[config.mk]
export PLATFORM = sky130hd
export DESIGN_NAME = dsm_sample_feeder
export DESIGN_NICKNAME = d
export VERILOG_FILES = /design/src/rtl/dsm_sample_feeder.sv
export SDC_FILE = /design/constraint.sdc
export NUM_CORES = 1
export LEC_CHECK = 0
export CAP_MARGIN = 40
export CORE_MARGIN = 3
export CORE_UTILIZATION = 30
export CTS_CLUSTER_SIZE = 28
export DETAILED_ROUTE_END_ITERATION = 10
export GPL_ROUTABILITY_DRIVEN = 1
export SYNTH_ARGS = -nofsm -noshare
export SYNTH_HDL_FRONTEND = slang
export SYNTH_SLANG_ARGS = --single-unit
[constraint.sdc]
create_clock -name clk -period 4.95 [get_ports clk]
set_clock_uncertainty 0.2 [all_clocks]
set_input_delay 1.2375 -clock clk [delete_from_list [all_inputs] [get_ports clk]]
set_output_delay 1.2375 -clock clk [all_outputs]
set_load 0.02 [all_outputs]
[src/rtl/dsm_sample_feeder.sv]
// dsm_sample_feeder
// Sample scheduler in front of the 2nd-order delta-sigma modulator.
// Buffers unsigned 16-bit PCM from an upstream valid/ready stream in a FIFO
// and hands one sample to the modulator on each pull strobe. It waits for
// PRIME_LEVEL samples before it starts, mutes to MUTE_CODE on underrun and
// keeps a saturating underrun count. enable=0 mutes and flushes everything.

module dsm_sample_feeder #(
    parameter int          DEPTH       = 16,
    parameter int          PRIME_LEVEL = 8,
    parameter logic [15:0] MUTE_CODE   = 16'h8000,
    parameter int          CNT_W       = 16
) (
    input  logic                     clk,
    input  logic                     reset,
    input  logic                     enable,
    input  logic [15:0]              in_data,
    input  logic                     in_valid,
    output logic                     in_ready,
    input  logic                     pull,
    output logic [15:0]              samp,
    output logic [$clog2(DEPTH):0]   level,
    output logic                     running,
    output logic [CNT_W-1:0]         underrun_cnt
);

    // Address width indexes the storage; the extra pointer/level bit lets a
    // full FIFO (level == DEPTH) be told apart from an empty one.
    localparam int AW = $clog2(DEPTH);
    localparam int LW = AW + 1;

    localparam logic [LW-1:0]    LVL_ZERO  = {LW{1'b0}};
    localparam logic [LW-1:0]    LVL_ONE   = LW'(1);
    localparam logic [LW-1:0]    LVL_DEPTH = LW'(DEPTH);
    localparam logic [LW-1:0]    LVL_PRIME = LW'(PRIME_LEVEL);
    localparam logic [CNT_W-1:0] CNT_ONE   = CNT_W'(1);
    localparam logic [CNT_W-1:0] CNT_MAX   = {CNT_W{1'b1}};

    typedef enum logic [1:0] {
        ST_IDLE  = 2'd0,
        ST_PRIME = 2'd1,
        ST_RUN   = 2'd2
    } state_t;

    state_t             state_r;
    state_t             state_next_s;

    logic [15:0]        mem_r [DEPTH];
    logic [LW-1:0]      wr_ptr_r;
    logic [LW-1:0]      rd_ptr_r;
    logic [LW-1:0]      level_r;
    logic [LW-1:0]      level_next_s;
    logic [15:0]        samp_r;
    logic [15:0]        samp_next_s;
    logic               in_ready_r;
    logic               running_r;
    logic [CNT_W-1:0]   ucnt_r;

    logic               flush_s;
    logic               push_s;
    logic               pop_s;
    logic               uflow_s;
    logic               empty_s;

    // FIFO is empty when both pointers (including the wrap bit) coincide.
    assign empty_s = (wr_ptr_r == rd_ptr_r);

    // While disabled or idle the FIFO is held empty and samp is forced mute.
    assign flush_s = (~enable) | (state_r == ST_IDLE);

    // A push needs the registered ready; a push in a disable cycle is dropped
    // because the flush wins.
    assign push_s = in_valid & in_ready_r & enable;

    // Next-state decode; also decides whether this pull pops or underruns.
    always_comb begin
        state_next_s = state_r;
        pop_s        = 1'b0;
        uflow_s      = 1'b0;
        if (!enable) begin
            state_next_s = ST_IDLE;
        end else begin
            case (state_r)
                ST_IDLE: begin
                    // pull is ignored here; the FIFO opens next cycle
                    state_next_s = ST_PRIME;
                end
                ST_PRIME: begin
                    if (pull && (level_r >= LVL_PRIME)) begin
                        pop_s        = 1'b1;
                        state_next_s = ST_RUN;
                    end else begin
                        state_next_s = ST_PRIME;
                    end
                end
                ST_RUN: begin
                    if (pull) begin
                        if (!empty_s) begin
                            pop_s        = 1'b1;
                            state_next_s = ST_RUN;
                        end else begin
                            uflow_s      = 1'b1;
                            state_next_s = ST_PRIME;
                        end
                    end else begin
                        state_next_s = ST_RUN;
                    end
                end
                default: begin
                    state_next_s = ST_IDLE;
                end
            endcase
        end
    end

    // Occupancy after this cycle's push/pop; a flush overrides both.
    always_comb begin
        level_next_s = level_r;
        if (flush_s) begin
            level_next_s = LVL_ZERO;
        end else begin
            case ({push_s, pop_s})
                2'b10:   level_next_s = level_r + LVL_ONE;
                2'b01:   level_next_s = level_r - LVL_ONE;
                default: level_next_s = level_r;
            endcase
        end
    end

    // Value the modulator sees after this edge: head on pop, mute on flush or underrun.
    always_comb begin
        samp_next_s = samp_r;
        if (flush_s) begin
            samp_next_s = MUTE_CODE;
        end else if (pop_s) begin
            samp_next_s = mem_r[rd_ptr_r[AW-1:0]];
        end else if (uflow_s) begin
            samp_next_s = MUTE_CODE;
        end else begin
            samp_next_s = samp_r;
        end
    end

    // State, sample and status registers.
    always_ff @(posedge clk or posedge reset) begin
        if (reset) begin
            state_r    <= ST_IDLE;
            samp_r     <= MUTE_CODE;
            level_r    <= LVL_ZERO;
            in_ready_r <= 1'b0;
            running_r  <= 1'b0;
        end else begin
            state_r    <= state_next_s;
            samp_r     <= samp_next_s;
            level_r    <= level_next_s;
            in_ready_r <= (state_next_s != ST_IDLE) && (level_next_s < LVL_DEPTH);
            running_r  <= (state_next_s == ST_RUN);
        end
    end

    // Read/write pointers; they wrap naturally modulo 2*DEPTH.
    always_ff @(posedge clk or posedge reset) begin
        if (reset) begin
            wr_ptr_r <= LVL_ZERO;
            rd_ptr_r <= LVL_ZERO;
        end else if (flush_s) begin
            wr_ptr_r <= LVL_ZERO;
            rd_ptr_r <= LVL_ZERO;
        end else begin
            if (push_s) begin
                wr_ptr_r <= wr_ptr_r + LVL_ONE;
            end else begin
                wr_ptr_r <= wr_ptr_r;
            end
            if (pop_s) begin
                rd_ptr_r <= rd_ptr_r + LVL_ONE;
            end else begin
                rd_ptr_r <= rd_ptr_r;
            end
        end
    end

    // Sample storage; contents are don't-care until the pointers say otherwise.
    always_ff @(posedge clk) begin
        if (push_s) begin
            mem_r[wr_ptr_r[AW-1:0]] <= in_data;
        end
    end

    // Saturating underrun counter.
    always_ff @(posedge clk or posedge reset) begin
        if (reset) begin
            ucnt_r <= {CNT_W{1'b0}};
        end else if (uflow_s && (ucnt_r != CNT_MAX)) begin
            ucnt_r <= ucnt_r + CNT_ONE;
        end else begin
            ucnt_r <= ucnt_r;
        end
    end

    assign in_ready     = in_ready_r;
    assign samp         = samp_r;
    assign level        = level_r;
    assign running      = running_r;
    assign underrun_cnt = ucnt_r;

endmodule
==> flow_summary_export.csv <==
group,metric,value,unit
layout,n_antenna_cell,0,
layout,nNetsFinal,792,
placement,gp_congestion,0.7669,
critical_path,path_cells,"clkdlybuf4s50_1, o211ai_1, nand3_1, o211a_1, and2_1, ha_1, xor2_1, ha_1, or3_1, a2111oi_0, nor4_1, mux2i_1, nor3_1",
floorplanning,dieArea,44230,um2
sta,maxSlewViolCount,0,
synthesis,syn_nets,707,
grt,grt_usage,12.05,%
critical_path,end_kind,"flip-flop",
critical_path,crit_top_cell,"ha_1",
grt,grt_pass1_vias,6433,
grt,grt_max_degree,51,
status,status,"finished clean",
synthesis,async_flop_share,16.61,%
route,drt_iter0_markers,464,
clock_network,cts_resized,0,
grt,grt_first_pass_wirelength,40570,um
critical_path,crit_family,"simple AND/OR/NAND/NOR gates",
clock_network,hold_buffers,0,
grt,antenna_found_initial,0,
sta,rsz0062_at_grt,"no",
sta,maxSlewHeadroom,49.46,%
route,drtAntennaViolNets,0,
sta,fin_crit_sh,82.54,%
layout,layout_common_cells,"256 x edfxtp_1, 59 x clkdlybuf4s50_1, 57 x mux4_2, 47 x dfrtp_1, 30 x clkbuf_16",
route,first_pass_iters,4,
layout,final_common_cell,"edfxtp_1",
critical_path,required,5.23,ns
sta,fin_tns_setup,0,ns
critical_path,worstPathMaxFanout,5,
clock_network,clockRootBuffer,"clkbuf_16",
layout,synthToLayoutAreaGrowth,19.20,%
placement,post_dp_cell_area,13860,um2
power,ir_worst_vdd,0.2088,mV
route,vias,6311,
layout,final_area,14930,um2
layout,post-route-util,36.39,%
critical_path,critPathLaunchType,"primary input",
synthesis,synth-edff-count,256,
power,p_leak,4.886,nW
critical_path,max_stage_delay,0.50,ns
floorplanning,coreArea,41020,um2
critical_path,crit_slowest_cell,"clkdlybuf4s50_1",
clock_network,cts_tree,"built",
synthesis,yosysSeqAreaShare,71.59,%
critical_path,cp.arrival,4.37,ns
synthesis,ys.flop_type,"edfxtp_1",
clock_network,clk_pin_slew,0.06,ns
floorplanning,die_w,210.3,um
floorplanning,fp.dieH,210.3,um
worst_hold_path,hp-class,"reg2reg",
clock_network,cts_post_setup_buffers_inserted,0,
floorplanning,io_pins,60,
synthesis,ys_types,53,
placement,numPortBuffers,59,
clock_network,numCtsBuffers,30,
sta,final-setup-viol-count,0,
layout,drive_gt1_share,22.02,%
power,cellPowerDensity,355.7,nW/um2
synthesis,synth_cells,672,
clock_network,htreeDepth,1,
synthesis,synth.avg_cell_area,18.63,um2
route,drc,0,
run,max_cap_viol_count,0,
sta,report.final.hold_viol_count,0,
sta,whs,0.2988,ns
critical_path,critPathKind,"in2reg",
route,vias_per_cell,4.807,
clock_network,clock_path_buffers,3,
placement,hpwl,15520,um
grt,overflow,0,
sta,fmax,0.2448,GHz
floorplanning,initial_core_util,30.53,%
sta,worstMarginPinSlew,0.7580,ns
critical_path,critPathBufInv,1,
sta,period_minus_slack,4.086,ns
synthesis,syn_area,12520,um2
route,wl_per_cell,20.46,um
clock_network,clk_latency,0.57,ns
floorplanning,num_rows,74,
route,finalWirelength,26870,um
synthesis,yosysWarnings,0,
clock_network,clock_sinks,307,
synthesis,synth_seq_cells,307,
synthesized netlist by cell type, types with 2 or more instances:
library cell  count  area, um2
a2111oi_0         2      17.52
a211oi_1         15      112.6
a21oi_1          21      105.1
a22o_1           15      131.4
a22oi_1           2      15.01
and2_1            3      18.77
and3_1            3      18.77
buf_12            2      40.04
buf_2            11      55.05
buf_4             4      30.03
buf_6             7      78.83
clkbuf_1         10      37.54
dfrtp_1          50       1251
edfxtp_1        256       7687
ha_1             14      175.2
inv_1            11      41.29
mux2_2            3      33.78
mux2i_1          21      210.2
mux4_1            7      183.9
mux4_2           57       1284
nand2_1          18      67.56
nand2b_1          8      50.05
nand3_1           9      45.04
nand4_1          13      81.33
nor2_1           29      108.9
nor2b_1          15      93.84
nor3_1            7      35.03
nor4_1            2      12.51
nor4b_1           2      17.52
o21ai_0           4      20.02
or2_2             3      18.77
or3_1             2      12.51
xnor2_1          19      166.4
xnor2_2           2      32.53
xor2_1            7      61.31
worst register-to-register path, cell delays in order (launching register included):
cell and delay [ns]:
dfrtp_4 0.66, xnor2_2 0.29, nand3_1 0.10, o211a_1 0.24, and2_1 0.18, ha_1 0.20
xor2_1 0.16, ha_1 0.23, or3_1 0.34, a2111oi_0 0.44, nor4_1 0.14, mux2i_1 0.16
nor3_1 0.20
routing by layer:
metal	up-vias	routed length [um]	track usage [%]
li1	2862	-	-
met3	27	1169	2.099
met2	134	12550	19.40
met1	3288	12760	17.48
met5	-	0	0
met4	0	391	2.186
power breakdown:
part / switching [mW] / total, mW / internal [mW] / leakage, nW
logic: 0.0642 / 0.0956 / 0.0314 / 1.38
clock network: 0.996 / 2.40 / 1.41 / 0.507
registers: 0.00206 / 2.81 / 2.81 / 3.00
total: 1.06 / 5.31 / 4.25 / 4.89
final cells by class:
class / instances / area, um2
Inverter: 11 / 41.29
Timing Repair Buffer: 88 / 860.8
Fill cell: 3807 / 26090
Clock buffer: 38 / 830.8
Multi-Input combinational cell: 319 / 3321
Tap cell: 532 / 665.6
Sequential cell: 307 / 8971
Clock inverter: 18 / 236.5
kinds of logic after synthesis:
group | Yosys count | share of synthesized area [%]
AO/OA/AOI/OAI | 70 | 3.887
XOR/XNOR | 28 | 2.078
adder cells (fa/ha/maj) | 14 | 1.399
buffers and inverters | 46 | 2.288
flip-flops | 307 | 71.59
multiplexers | 88 | 13.67
AND/OR/NAND/NOR | 119 | 5.086
per-stage QoR:
stage               power [mW]  setup WS (ns)  std cells
global placement         2.956         0.4508       1253
finish                   5.309         0.8644       1313
floorplan                2.896         0.8119        672
global route             5.486         0.6158       1313
CTS                      5.380         0.9410       1313
detailed placement       2.961         0.3452       1257
registers in the layout (all words and copies together) (netlist names):
name	cells
underrun_cnt	16
wr_ptr_r	5
mem_r	256
running	1
samp	16
in_ready	1
level	5
state_r	2
rd_ptr_r	5
worst paths after layout:
check                           cells after the start  slack (ns)                to              from
min in group asynchronous                           2        0.76   underrun_cnt[8]             reset
worst max register to register                     12        1.31          in_ready       rd_ptr_r[0]
worst min-delay path                                1        0.30  underrun_cnt[12]  underrun_cnt[12]
max in group asynchronous                           3        3.23          samp[15]             reset
worst min register to register                      1        0.30  underrun_cnt[12]  underrun_cnt[12]
worst max-delay path                               13        0.86          in_ready              pull
No activity file was read; power rests on OpenSTA's default activity.
